## config.mk

```make
export PLATFORM = sky130hd
export DESIGN_NAME = sync_down_counter
export DESIGN_NICKNAME = d
export VERILOG_FILES = /design/src/rtl/counter_pkg.sv /design/src/rtl/sync_down_counter.sv
export SDC_FILE = /design/constraint.sdc
export NUM_CORES = 1
export LEC_CHECK = 0
export ABC_AREA = 0
export CAP_MARGIN = 15
export CORE_AREA = 2 2 39 41
export DETAILED_ROUTE_END_ITERATION = 8
export DIE_AREA = 0 0 41 43
export PLACE_DENSITY = 0.83
export SLEW_MARGIN = 20
export SYNTH_ARGS = -nofsm -noshare
export SYNTH_HDL_FRONTEND = slang
export SYNTH_SLANG_ARGS = --single-unit
```

## constraint.sdc

```tcl
create_clock -name clk -period 4.6 [get_ports clk]
set_input_delay 0.92 -clock clk [delete_from_list [all_inputs] [get_ports clk]]
set_output_delay 0.92 -clock clk [all_outputs]
set_load 0.02 [all_outputs]
```

## src/rtl/counter_pkg.sv

```systemverilog
// Shared counter definitions: state encoding and default width used by the
// down-counter and the up-counter bench.
package counter_pkg;

  localparam int DEFAULT_WIDTH = 3;

  typedef enum logic [1:0] {
    IDLE = 2'b00,
    RUN  = 2'b01,
    DONE = 2'b10
  } state_t;

endpackage

```

## src/rtl/sync_down_counter.sv

```systemverilog
// Loadable synchronous down-counter/timer with optional auto-reload and a
// one-cycle terminal-count pulse whenever Q is written to 0 while running.
module sync_down_counter
  import counter_pkg::*;
#(
  parameter int WIDTH = DEFAULT_WIDTH
) (
  input  logic             clk,
  input  logic             rst,
  input  logic             load,
  input  logic [WIDTH-1:0] load_val,
  input  logic             start,
  input  logic             stop,
  input  logic             en,
  input  logic             auto_reload,
  output logic [WIDTH-1:0] Q,
  output logic             tc,
  output logic             busy,
  output logic             done
);

  localparam logic [WIDTH-1:0] ZERO = {WIDTH{1'b0}};
  localparam logic [WIDTH-1:0] ONE  = WIDTH'(1);

  state_t           state_r, state_s;
  logic [WIDTH-1:0] reload_r, reload_s;
  logic [WIDTH-1:0] q_r, q_s;
  logic             tc_r, tc_s;
  logic             busy_r, done_r;

  // Next-state/datapath decode in priority order: load > stop > start > counting.
  always_comb begin
    state_s  = state_r;
    reload_s = reload_r;
    q_s      = q_r;
    tc_s     = 1'b0;
    if (load) begin
      reload_s = load_val;
      q_s      = load_val;
      state_s  = IDLE;
    end else if (stop && (state_r == RUN)) begin
      state_s = IDLE;
    end else if (start) begin
      q_s     = reload_r;
      state_s = RUN;
      tc_s    = (reload_r == ZERO);
    end else if ((state_r == RUN) && en) begin
      if (q_r != ZERO) begin
        q_s  = q_r - ONE;
        tc_s = (q_r == ONE);
      end else if (auto_reload) begin
        // Zero reload value keeps tc asserted every enabled cycle.
        q_s  = reload_r;
        tc_s = (reload_r == ZERO);
      end else begin
        state_s = DONE;
      end
    end else begin
      state_s = state_r;
    end
  end

  // State, reload and output registers with synchronous reset.
  always_ff @(posedge clk) begin
    if (rst) begin
      state_r  <= IDLE;
      reload_r <= ZERO;
      q_r      <= ZERO;
      tc_r     <= 1'b0;
      busy_r   <= 1'b0;
      done_r   <= 1'b0;
    end else begin
      state_r  <= state_s;
      reload_r <= reload_s;
      q_r      <= q_s;
      tc_r     <= tc_s;
      busy_r   <= (state_s == RUN);
      done_r   <= (state_s == DONE);
    end
  end

  assign Q    = q_r;
  assign tc   = tc_r;
  assign busy = busy_r;
  assign done = done_r;

endmodule
```

Yosys cells after proc, flatten, opt, wreduce, memory -nomap -nowiden
Cells that the tools add are included.
{ "totals": {"inputBits": 10, "latch_bits": 0, "ff_bits": 11, "n_memories": 0, "wordCells": 36, "output_inout_bits": 6, "ram_bits": 0, "rom_bits": 0} }
{ "classes": {"shift": 0, "mul": 0, "mux": 16, "n_div": 0, "reduce_logical": 8, "order_cmp": 0, "addsub": 1, "n_bitwise": 0, "n_eq_ne": 5} }
{ "ops": {"columns": ["cell", "n"], "rows": [
  ["3-bit two-way mux", 6],
  ["2-bit two-way mux", 6],
  ["3-bit nonzero test", 2],
  ["2-bit by 1-bit == test with 1-bit output (second input constant)", 2],
  ["1-bit two-way mux", 4],
  ["4-bit nonzero test", 1],
  ["3-bit by 1-bit == test with 1-bit output (second input constant)", 1],
  ["3-bit logical NOT", 1],
  ["3-bit AND reduction", 1],
  ["3-bit OR reduction", 1],
  ["3-bit by 1-bit subtractor with 3-bit output (second input constant)", 1],
  ["2-bit == test (second input constant)", 1],
  ["1-bit logical AND", 2],
  ["2-bit != test (second input constant)", 1]
]} }

Depth between registers and ports, before layout
Gate-level depths: netlist of the first run.
{ "logic_depth": {"depth_word": 7, "ltp_mapped": 6, "depth_no_buf": 6} }

Worst setup path before layout of the first run
Ideal clock, no wire load.
{ "synth_timing": {"kind": "input port to flip-flop", "startpoint": "input port auto_reload", "endpoint": "register q_r[1], in the netlist Q[1]", "path_buffers": 0, "path_slack_ns": 2.815, "arrival_time_ns": 1.697, "stages": 4, "required_ns": 4.512, "setup_time_ns": 0.088, "path_cell_list": "nor3b_4 > nor4bb_4 > or2_4 > a311oi_2"} }
{ "synth_via": {"elab_chain_cells": 2} }
{ "synth_lines": {"columns": ["element", "line_no", "rtl"], "rows": [
  ["start: declaration", "sync_down_counter.sv:15", "input logic auto_reload,"],
  ["4-bit nonzero test (no line)", null, null],
  ["3-bit AND reduction (no line)", null, null],
  ["end signal: assignment", "sync_down_counter.sv:75", "q_r <= q_s;"],
  ["end: declaration", "sync_down_counter.sv:27", "logic [WIDTH-1:0] q_r, q_s;"]
]} }
No other way between the ends.
A chain may end at the register's enable or synchronous reset.

Worst setup path after layout of the first run
{ "layout_timing": {"startpoint": "register q_r[2], in the netlist Q[2]", "endpoint": "output port Q[2]"} }
{ "layout_rtl": {"columns": ["element", "line_no", "rtl"], "rows": [
  ["end: declaration", "sync_down_counter.sv:16", "output logic [WIDTH-1:0] Q,"]
]} }
No word-level cell between the ends.

==> results by group, run 1 <==
Outcome
  – Outcome: finished clean

Route
  – First DRT Iteration DRCs: 23
  – Wire length per cell: around 13 um
  – Routed vias: just under 600
  – Antenna viol nets, final: 0
  – Vias per cell: ~5.6
  – Routed WL: between 1 and 1.5 mm
  – Drt pass-1 iters: 4
  – Residual DRC: 0

CTS
  – CTS Sinks: 11
  – Setup Fix Bufs, Post-CTS: 0
  – CTS tree: yes
  – Worst skew pair latency: 260 ps
  – CTS buffer count: 3
  – Worst-path clk slew: approximately 70 ps
  – # hold bufs at CTS: 0
  – CTS Buffer Depth: 2
  – H-tree depth: 1
  – CTS root buffer: clkbuf_4
  – # resized after CTS: 0

Yosys
  – Synth top area share: 0.350
  – Synth Instances: 70
  – Seq cells post-synth: 11
  – Library cells used by synthesis: 30
  – Area leader, netlist: dfxtp_1
  – YS warnings: 0
  – Area contributors post-synth: dfxtp_1, ha_1, nor3_1
  – Syn nets: a little over 80
  – Main synth FF type: dfxtp_1
  – Most frequent cell after synthesis: dfxtp_1
  – Post-synth EDFFs: 0
  – Asr flop ratio synth: 0
  – Mapped cell area: between 600 and 700 sq um
  – Post-synthesis sequential area ratio: 0.350
  – Syn_area_per_cell: 8.99 sq um
  – Synth cell count leaders: dfxtp_1, inv_1, nor3_1

STA
  – Final hold slack: ~490 ps
  – FMAX: ~430 MHz
  – Final worst-path cycle share: 0.509
  – Final min period: roughly 2300 ps
  – Fin. Hold Viols: 0
  – Slew headroom: 0.677
  – Max Clock Skew: around 2.8 ps
  – RSZ-0062 raised after global routing: false
  – Max-slew violation count: 0
  – Slew @ Worst Pin: approximately 480 ps
  – Fin Setup TNS: 0 ps
  – Final Setup Violations: 0

Setup path
  – Kind of critical path: flip-flop to output pin
  – Req. time, crit path: between 3000 and 4000 ps
  – Crit path DAT: about 1400 ps
  – Max incr delay on CP: approximately 660 ps
  – Crit path max-delay family: buffers and inverters
  – Critical path endpoint category: output pin
  – CP max FO: 7
  – Slowest cell on the critical path: clkdlybuf4s50_1
  – CP Cell Sequence: clkdlybuf4s50_1
  – Startpoint types: flip-flop
  – CP bufs+invs: 1

Place
  – RePlAce Congestion: 0.824
  – Detailed-placement wirelength estimate: between 1 and 1.5 mm
  – Placed insts: 100
  – Placement Cell Area: 792 sq um
  – Buffers on Ports: 15

GRT
  – Largest net degree at the start of global routing: 15
  – Global route overflow: 0
  – Initial antenna violation count: 0
  – First-pass GRT wire length: 2.09 mm
  – GRT Total Usage: 0.177
  – Vias in the first global route: a little over 500

Floorplanning
  – Core ar.: ~0.0014 sq mm
  – Die width: 41 um
  – Initial Util: 0.455
  – Die Height: between 40 and 50 um
  – Die area: roughly 0.0018 sq mm
  – IO Count: 16
  – Row cnt: 14

Power and ir drop
  – Peak VDD IR: 155 uV
  – Pleak: ~0.31 nW
  – P per Cell Area: roughly 280 mW/mm^2

Final layout
  – Layout cells sized above 1: 0.125
  – Finished layout cell area: between 800 and 900 sq um
  – Filler instances: between 100 and 150
  – Non-filler cells in the finished layout: ~100
  – ANT cells: 0
  – Layout Nets: roughly 100
  – Synth-to-Final Area Change: 30.0%

Min path
  – Hold Path Class: flip-flop to flip-flop

Flow run
  – Max Cap Viol: 0
==> cell usage in the layout (no fill, tap or decap), drive strengths merged, types with 2 or more instances in the layout <==
cell / synthesis / routed
a211oi: 2 / 2
a21o: 2 / 2
a21oi: 5 / 5
a311oi: 2 / 2
clkbuf: 0 / 4
clkdlybuf4s50: 0 / 15
dfxtp: 11 / 11
ha: 3 / 3
inv: 8 / 8
nand2: 5 / 5
nand3: 2 / 2
nor2: 3 / 3
nor3: 6 / 6
o211ai: 3 / 3
o21ai: 3 / 3
==> power breakdown <==
| group | switching (mW) | internal [mW] | leakage (nW) |
|---|---|---|---|
| combinational | 0.0308 | 0.0314 | 0.202 |
| sequential | 0.00555 | 0.101 | 0.0903 |
| clock | 0.0310 | 0.0335 | 0.0150 |
| total | 0.0673 | 0.165 | 0.307 |
==> cell families (layout without fill, tap and decap cells) <==
family,count (synthesis),after routing,share of synthesized area
AO/OA/AOI/OAI,24,24,0.278
adder cells (fa/ha/maj),3,3,0.0596
buffers and inverters,9,27,0.0596
flip-flops,11,11,0.350
multiplexers,1,1,0.0159
AND/OR/NAND/NOR,22,22,0.237
==> state kept, by name, indices dropped and copies added, names as in the netlist <==
name and count:
Q 3, reload_r 3, done 1, state_r 2
tc 1, busy 1
==> per-layer routing <==
layer | part of all wire | track usage | wire length (um)
met1 | 0.45 | 0.224 | 631
met2 | 0.48 | 0.263 | 664
met3 | 0.050 | 0.0314 | 69
met4 | 0.016 | 0.113 | 22
met5 | 0 | 0 | 0
==> per-stage QoR <==
step | power [mW] | utilization | worst slack [ps]
after global routing | 0.245 | 0.591 | 2170
after floorplan | 0.146 | - | 2810
after global placement | 0.169 | 0.572 | 2100
after CTS | 0.233 | 0.591 | 2260
final | 0.233 | 0.591 | 2260
after detailed placement | 0.170 | 0.572 | 2050
==> area by class of cell <==
type	instances	area [sq um]	area share
multi-input combinational	50	372	0.454
sequential	11	220	0.269
tap	16	20.0	0.0245
clock buffer	4	26.3	0.0321
inverter	8	30.0	0.0367
timing repair buffer	15	150	0.183
==> path summary, 6_finish.rpt <==
kind,end,depth (start not counted),from,slack [ps]
max reg2reg,Q[1]$_SDFFE_PP0P_,6,Q[0]$_SDFFE_PP0P_,2860
min,reload_r[2]$_SDFFE_PP0P_,2,reload_r[2]$_SDFFE_PP0P_,490
min reg2reg,reload_r[2]$_SDFFE_PP0P_,2,reload_r[2]$_SDFFE_PP0P_,490
max,Q[2],1,Q[2]$_SDFFE_PP0P_,2260
==> worst register-to-register path, stage by stage (launching register included) <==
cell and delay [ps]:
dfxtp_1 400, inv_1 100, ha_1 270, nor3b_4 190, nor4bb_4 360, nor3_1 110, a311oi_2 230
No activity file was read; power rests on OpenSTA's default activity.
==> inputs of run 2 (changes only) <==
CORE_AREA = unset   (was 2 2 39 41)
CORE_UTILIZATION = 46   (was unset)
DIE_AREA = unset   (was 0 0 41 43)
PLACE_DENSITY = 0.82   (was 0.83)
clock period = 2.3 ns   (was 4.6 ns; I/O delays follow)
==> results by group, run 2 (synthesized netlist as in run 1, its figures left out) <==
Outcome
  – Outcome: finished clean

Setup path
  – R2R depth: 6
  – R2r startpoint: Q[0]$_SDFFE_PP0P_
  – Startpoint types: flip-flop
  – Flop-to-flop setup slack: approximately 550 ps
  – CP Cell Sequence: clkdlybuf4s50_1
  – CP bufs+invs: 1
  – Max incr delay on CP: 670 ps
  – CP max FO: 7
  – Req. time, crit path: ~1800 ps
  – Worst r2r dst: Q[1]$_SDFFE_PP0P_
  – Slowest cell on the critical path: clkdlybuf4s50_1
  – Crit path max-delay family: buffers and inverters
  – Kind of critical path: flip-flop to output pin
  – Crit path DAT: 1440 ps
  – Critical path endpoint category: output pin

Min path
  – Hold depth: 2
  – Hold Path Sink: reload_r[2]$_SDFFE_PP0P_
  – Hold Crit Start: reload_r[2]$_SDFFE_PP0P_
  – Hold Path Class: flip-flop to flip-flop

GRT
  – GRT Total Usage: 0.215
  – Vias in the first global route: 531
  – Global route overflow: 0
  – First-pass GRT wire length: approximately 2.2 mm
  – Initial antenna violation count: 0
  – Largest net degree at the start of global routing: 10

STA
  – Final Setup Violations: 0
  – FMAX: 528 MHz
  – Fin Setup TNS: 0 ps
  – Max-slew violation count: 0
  – Slew @ Worst Pin: approximately 330 ps
  – RSZ-0062 raised after global routing: false
  – Final worst-path cycle share: 0.824
  – Final min period: 1900 ps
  – Fin. Hold Viols: 0
  – Max Clock Skew: around 0.55 ps
  – Slew headroom: 0.778

CTS
  – # resized after CTS: 0
  – # hold bufs at CTS: 0
  – CTS Buffer Depth: 2
  – CTS root buffer: clkbuf_4
  – CTS buffer count: 3
  – CTS tree: yes
  – H-tree depth: 1
  – Worst-path clk slew: around 70 ps
  – CTS Sinks: 11
  – Setup Fix Bufs, Post-CTS: 0
  – Worst skew pair latency: roughly 260 ps

Final layout
  – ANT cells: 0
  – Synth-to-Final Area Change: 30.8%
  – Commonest non-fill, non-tap cell in the layout: clkdlybuf4s50_1
  – Fin util: 0.694
  – Layout cells sized above 1: 0.135
  – Leading cell types in the layout, fill and taps excluded: clkdlybuf4s50_1, dfxtp_1, inv_1
  – Layout Nets: ~100

Route
  – Routed WL: around 1.4 mm
  – Wire length per cell: 13.6 um
  – Routed vias: around 630
  – Drt pass-1 iters: 4
  – Antenna viol nets, final: 0
  – First DRT Iteration DRCs: 22
  – Residual DRC: 0
  – Vias per cell: roughly 6

Floorplanning
  – Die width: 39.0 um
  – Die area: 0.00152 sq mm
  – IO Count: 16
  – Core ar.: 0.00119 sq mm
  – Row cnt: 12
  – Die Height: ~40 um
  – Initial Util: 0.531

Place
  – Detailed-placement wirelength estimate: 1.11 mm
  – Buffers on Ports: 15
  – RePlAce Congestion: 0.914

Power and ir drop
  – P per Cell Area: ~570 mW/mm^2
  – Pleak: roughly 0.31 nW
  – Peak VDD IR: between 300 and 400 uV

Flow run
  – Max Cap Viol: 0
-- run 2: cell types whose count changed in the layout (fill, tap and decap cells not counted), sizes merged --
cell,before,now
buf,0,1
-- run 2: layout make-up --
class	count	area (sq um)
tap	14	17.5
timing repair buffer	16	158
inverter	8	30.0
clock buffer	4	26.3
sequential	11	220
multi-input combinational	50	372
fill	101	363
-- run 2: worst max path at each step --
stage / from / to / slack, ps / depth (start not counted)
4_1_cts: Q[2]$_SDFFE_PP0P_ / Q[2] / 390 / 1
3_5_place_dp: start / Q[1]$_SDFFE_PP0P_ / 390 / 5
5_1_grt: Q[2]$_SDFFE_PP0P_ / Q[2] / 340 / 1
6_report: Q[2]$_SDFFE_PP0P_ / Q[2] / 400 / 1
3_3_place_gp: start / Q[2]$_SDFFE_PP0P_ / 430 / 6
2_1_floorplan: Q[0]$_SDFFE_PP0P_ / Q[1]$_SDFFE_PP0P_ / 580 / 6
-- run 2: per-stage QoR --
stage | worst slack, ps | cell area, sq um | hold WS [ps] | instances | power, mW
floorplan | 583 | 629 | 444 | 70 | 0.292
global placement | 431 | 797 | 477 | 99 | 0.339
detailed placement | 392 | 797 | 470 | 99 | 0.341
CTS | 390 | 823 | 481 | 103 | 0.467
global route | 336 | 823 | 515 | 103 | 0.492
finish | 405 | 823 | 483 | 103 | 0.467
-- run 2: per-layer routing --
metal,share of wire,up-vias,track usage
met5,0,-,0
met4,0.018,0,0.0517
met3,0.10,6,0.0809
met2,0.46,42,0.329
met1,0.42,287,0.283
li1,-,296,-
-- run 2: report_power, final --
part	switching (mW)	total, mW	internal [mW]
logic	0.0621	0.126	0.0635
clock network	0.0617	0.129	0.0670
registers	0.0114	0.213	0.201
